==> config.mk <==
export PLATFORM = sky130hd
export DESIGN_NAME = uart_tx_fifo_drain
export DESIGN_NICKNAME = d
export VERILOG_FILES = /design/src/rtl/uart_tx_fifo_drain_pkg.sv /design/src/rtl/uart_tx_fifo_drain_baud_gen.sv /design/src/rtl/uart_tx_fifo_drain.sv
export SDC_FILE = /design/constraint.sdc
export NUM_CORES = 1
export LEC_CHECK = 0
export CAP_MARGIN = 20
export CORE_MARGIN = 8
export CORE_UTILIZATION = 40
export DETAILED_ROUTE_END_ITERATION = 10
export HOLD_SLACK_MARGIN = 0.15
export SLEW_MARGIN = 25
export SYNTH_ARGS = -nofsm -noshare
export SYNTH_HDL_FRONTEND = slang
export SYNTH_HIERARCHICAL = 1
export SYNTH_SLANG_ARGS = --single-unit
==> constraint.sdc <==
create_clock -name clk_i -period 3.2 [get_ports clk_i]
set_input_delay 0.64 -clock clk_i [delete_from_list [all_inputs] [get_ports clk_i]]
set_output_delay 0.64 -clock clk_i [all_outputs]
set_load 0.005 [all_outputs]
==> src/rtl/uart_tx_fifo_drain_pkg.sv <==
// Shared configuration for the UART TX FIFO drain: bit timing, byte width and frame shape.
// Defining UART_TX_PARITY_EN selects an 8E1 frame; leaving it undefined gives 8N1.
package uart_tx_fifo_drain_pkg;

   localparam int UartClksPerBit = 4;
   localparam int UartDataBits   = 8;

`ifdef UART_TX_PARITY_EN
   localparam bit UartParityEn = 1'b1;
`else
   localparam bit UartParityEn = 1'b0;
`endif

   // Bit periods per frame: start + data + optional parity + stop.
   localparam int UartFrameBits = UartParityEn ? 32'sd11 : 32'sd10;

   function automatic logic even_parity(input logic [UartDataBits-1:0] data);
      return ^data;
   endfunction

endpackage

==> src/rtl/uart_tx_fifo_drain_baud_gen.sv <==
// Bit-period timer for the UART transmitter: a down-counter that flags the last
// clock cycle of every bit period and is held at its reload value while restart is high.
module uart_baud_gen #(
   parameter int ClksPerBit = 4
) (
   input  logic clk_i,
   input  logic reset_i,
   input  logic restart,
   output logic tick
);

   localparam int              CntW   = $clog2(ClksPerBit);
   localparam logic [CntW-1:0] Reload = CntW'(ClksPerBit - 1);

   logic [CntW-1:0] r_cnt;

   // Count down one bit period, reloading at each bit boundary.
   always_ff @(posedge clk_i) begin
      if (!reset_i) begin
         r_cnt <= '0;
      end else if (restart || (r_cnt == '0)) begin
         r_cnt <= Reload;
      end else begin
         r_cnt <= r_cnt - CntW'(1);
      end
   end

   assign tick = (r_cnt == '0);

endmodule

==> src/rtl/uart_tx_fifo_drain.sv <==
// UART transmitter draining a byte-wide FIFO read port onto an idle-high serial line.
// Build option UART_TX_PARITY_EN inserts an even-parity bit between data and stop.
module uart_tx_fifo_drain
   import uart_tx_fifo_drain_pkg::*;
#(
   parameter int ClksPerBit = UartClksPerBit,
   parameter int DataBits   = UartDataBits
) (
   input  logic                clk_i,
   input  logic                reset_i,
   input  logic [DataBits-1:0] data_i,
   input  logic                valid_i,
   output logic                ack,
   output logic                tx_o,
   output logic                busy_o
);

   localparam int BitW = $clog2(DataBits);

   typedef enum logic [2:0] {
      S_IDLE,
      S_START,
      S_DATA,
`ifdef UART_TX_PARITY_EN
      S_PARITY,
`endif
      S_STOP
   } state_t;

   state_t              r_state;
   logic [DataBits-1:0] r_shift;
   logic [BitW-1:0]     r_bit_cnt;
   logic                r_ack;
   logic                r_tx;
   logic                r_busy;
`ifdef UART_TX_PARITY_EN
   logic                r_par;
`endif

   logic w_tick;
   logic w_restart;
   logic w_load;

   // The FIFO head is only sampled in IDLE or on the last stop-bit cycle.
   assign w_restart = (r_state == S_IDLE);
   assign w_load    = valid_i && ((r_state == S_IDLE) || ((r_state == S_STOP) && w_tick));

   uart_baud_gen #(
      .ClksPerBit (ClksPerBit)
   ) u_baud_gen (
      .clk_i   (clk_i),
      .reset_i (reset_i),
      .restart (w_restart),
      .tick    (w_tick)
   );

   // Frame sequencer: owns the line, the ack pulse and the busy flag.
   always_ff @(posedge clk_i) begin
      if (!reset_i) begin
         r_state   <= S_IDLE;
         r_shift   <= '0;
         r_bit_cnt <= '0;
         r_ack     <= 1'b0;
         r_tx      <= 1'b1;
         r_busy    <= 1'b0;
`ifdef UART_TX_PARITY_EN
         r_par     <= 1'b0;
`endif
      end else if (w_load) begin
         r_state   <= S_START;
         r_shift   <= data_i;
         r_bit_cnt <= '0;
         r_ack     <= 1'b1;
         r_tx      <= 1'b0;
         r_busy    <= 1'b1;
`ifdef UART_TX_PARITY_EN
         r_par     <= even_parity(data_i);
`endif
      end else begin
         r_ack <= 1'b0;
         case (r_state)
            S_IDLE: begin
               r_tx   <= 1'b1;
               r_busy <= 1'b0;
            end
            S_START: begin
               if (w_tick) begin
                  r_state   <= S_DATA;
                  r_bit_cnt <= '0;
                  r_tx      <= r_shift[0];
               end
            end
            S_DATA: begin
               if (w_tick) begin
                  if (r_bit_cnt == BitW'(DataBits - 1)) begin
`ifdef UART_TX_PARITY_EN
                     r_state <= S_PARITY;
                     r_tx    <= r_par;
`else
                     r_state <= S_STOP;
                     r_tx    <= 1'b1;
`endif
                  end else begin
                     r_bit_cnt <= r_bit_cnt + BitW'(1);
                     r_shift   <= {1'b0, r_shift[DataBits-1:1]};
                     r_tx      <= r_shift[1];
                  end
               end
            end
`ifdef UART_TX_PARITY_EN
            S_PARITY: begin
               if (w_tick) begin
                  r_state <= S_STOP;
                  r_tx    <= 1'b1;
               end
            end
`endif
            S_STOP: begin
               // A pending byte at this point was already taken by w_load.
               if (w_tick) begin
                  r_state <= S_IDLE;
                  r_tx    <= 1'b1;
                  r_busy  <= 1'b0;
               end
            end
            default: begin
               r_state <= S_IDLE;
               r_tx    <= 1'b1;
               r_busy  <= 1'b0;
            end
         endcase
      end
   end

   assign ack    = r_ack;
   assign tx_o   = r_tx;
   assign busy_o = r_busy;

endmodule

==> results.md <==
- Proportion of layout cells with a drive suffix above 1: 9.01%
- I/O pin cnt: 14
- Setup Skew: 8.46 ps
- Layout Nets: 130
- Crit. End Element: flip-flop
- Post-route ant nets: 0
- Gr ovfl total: 0
- Vias after detailed routing: 732
- Finished Core Util: 49.8%
- P_leak: 0.447 nW
- Post-CTS Resized: 0
- Port buffer count: 13
- H-Tree Depth: 1
- Max-slew violations: 0
- Reg-to-Reg Start: r_state[0]
- Period minus WS final: 1950 ps
- Reg2reg setup slack: 1250 ps
- Die Area: 4020 µm²
- Vias in the first global route: 723
- Arrival @ worst endpoint: 2140 ps
- Critical path class: flip-flop to flip-flop
- Outcome: finished, final reports clean
- Final cycle utilization of the critical path: 60.8%
- Worst skew pair latency: 290 ps
- Post-synth top area share: 40.1%
- DRT iter0 DRCs: 18
- Syn Inst Count: 97
- FMAX: 514 MHz
- Setup TNS: 0 ps
- Worst setup path end: r_shift[3]
- CTS Buf Count: 3
- Max_cap viols: 0
- Cts hold-fix bufs: 0
- Final Wtd Congestion: 0.789
- Cell row count: 17
- Worst-path clk slew: 110 ps
- Sink Count: 18
- Area of the mapped netlist: 900 µm²
- EDFF count, synth: 0
- Final Hold Fails: 0
- Die Y: 63.4 µm
- Reg2reg end: r_shift[3]
- Yosys warns: 6
- Post-Route WL: 1820 µm
- Final Hold Slack: 436 ps
- R2R depth: 6
- Critical path launch point type: flip-flop
- Most common cell in the netlist: dfxtp_1
- Max rail drop VDD: 227 µV
- Most instantiated cells after synthesis: dfxtp_1, nor2_1, ha_1
- Setup violators final: 0
- Post-CTS Setup Bufs: 0
- Largest net degree at the start of global routing: 14
- Power Dens Cells: 459 nW/µm²
- Avg WL per Cell: 13.1 µm
- Hold Crit Class: flip-flop to flip-flop
- Net Count, Synth: 115
- DR vias/cell: 5.27
- Synth unique cells: 32
- Top FF cell, synth: dfxtp_1
- Seq/Total Area, Yosys: 40.1%
- Residual DRC: 0
- Synth Register Bits: 18
- Slew @ Worst Pin: 426 ps
- Avg Inst Size Synth: 9.27 µm²
- Rel. slew slack: 71.5%
- Worst Path Max Fanout: 13
- Antenna violations before repair: 0
- GR Util All Layers: 9.43%
- DR pass1 iterations: 4
- Die X: 63.4 µm
- # diodes: 0
- CTS tree: yes
- RSZ-0062 raised after global routing: no
- Initial core utilization: 41.5%
- Clock buffer depth: 2
- Root Buffer: clkbuf_4
- Critical Path Source: r_state[0]
- Yosys top cell by area: dfxtp_1
- Global-route wire length before repair: 3170 µm
- Fraction of registers with async set/reset: 0%
- Synth area leaders: dfxtp_1, ha_1, nor2_1
- Layout area overhead: 20.0%
- DP HPWL: 1360 µm
- Core Area: 2170 µm²
- Worst Path Required: 3390 ps
[where the power goes]
| part | total [mW] | switching (mW) | internal [mW] |
|---|---|---|---|
| Combinational | 0.0995 | 0.0493 | 0.0502 |
| Clock | 0.142 | 0.0729 | 0.0693 |
| Sequential | 0.254 | 0.0110 | 0.243 |
[per-stage QoR]
stage / power, mW / worst slack (ps) / cell area, µm² / instances
6_report: 0.496 / 1250 / 1080 / 139
5_1_grt: 0.523 / 1090 / 1080 / 139
4_1_cts: 0.499 / 1280 / 1080 / 139
3_5_place_dp: 0.359 / 1040 / 1040 / 135
3_3_place_gp: 0.358 / 1040 / 1040 / 135
2_1_floorplan: 0.321 / 1570 / 900 / 97
[placed cells by master (no fill, tap or decap)]
master and n:
a21o_1 1, and2_4 1, a221o_1 3, nor2_1 14, o221a_2 1, mux2i_1 5
nand2_1 4, o2111ai_1 1, a211oi_1 1, nor2b_4 1, and2_1 2, nor4_1 1
o2bb2ai_1 1, nor2b_1 1, and3_4 1, a21boi_1 2, ha_1 7, o41ai_1 1
nor3_1 1, nand3_1 4, dfxtp_1 18, and3b_2 1, clkbuf_8 1, clkbuf_4 3
clkdlybuf4s50_1 13, o21a_1 1, inv_1 5, and3b_1 1, a21oi_1 5, o21ai_0 6
a22oi_1 2, and2b_2 1, o21bai_1 1
[cell type report]
class                      instances  area, µm²
fill                             216       1090
multi-input combinational         71        499
sequential                        18        360
timing repair buffer              13        130
clock buffer                       4       36.3
tap                               28       35.0
inverter                           5       18.8
[sequential cells by signal (all words and copies together), names as in the netlist]
register          flops
ack                   1
r_shift               8
u_baud_gen/r_cnt      2
busy_o                1
tx_o                  1
r_state               2
r_bit_cnt             3
[worst min path at each step]
stage	slack (ps)	end	cells after the start	from
after floorplan	410	u_baud_gen/r_cnt[0]	1	u_baud_gen/r_cnt[0]
after global placement	420	u_baud_gen/r_cnt[0]	1	u_baud_gen/r_cnt[0]
after detailed placement	420	u_baud_gen/r_cnt[0]	1	u_baud_gen/r_cnt[0]
after CTS	440	u_baud_gen/r_cnt[0]	1	u_baud_gen/r_cnt[0]
after global routing	480	u_baud_gen/r_cnt[0]	1	u_baud_gen/r_cnt[0]
final	440	u_baud_gen/r_cnt[0]	1	u_baud_gen/r_cnt[0]
[logic make-up (layout without fill, tap and decap cells)]
group	after synthesis	after routing	share of synthesized area, %
multiplexers	5	5	5.56
buffers and inverters	8	22	4.45
flip-flops	18	18	40.1
adder cells (fa/ha/maj)	7	7	9.74
AND/OR/NAND/NOR	33	33	19.9
AO/OA/AOI/OAI	26	26	20.3
[critical path: stages, from the launching register on]
cell and delay (ps):
dfxtp_1 400, inv_1 100, ha_1 290, a21o_1 180
nand2_1 300, nor2_1 190, a221o_1 380
[routing by layer]
| layer | wire [µm] | up-vias | global-route usage [%] |
|---|---|---|---|
| li1 | - | 377 | - |
| met1 | 865 | 341 | 10.9 |
| met2 | 871 | 12 | 15.2 |
| met3 | 70 | 2 | 2.83 |
| met4 | 14 | 0 | 5.01 |
| met5 | 0 | - | 0 |
No activity file was read; power rests on OpenSTA's default activity.
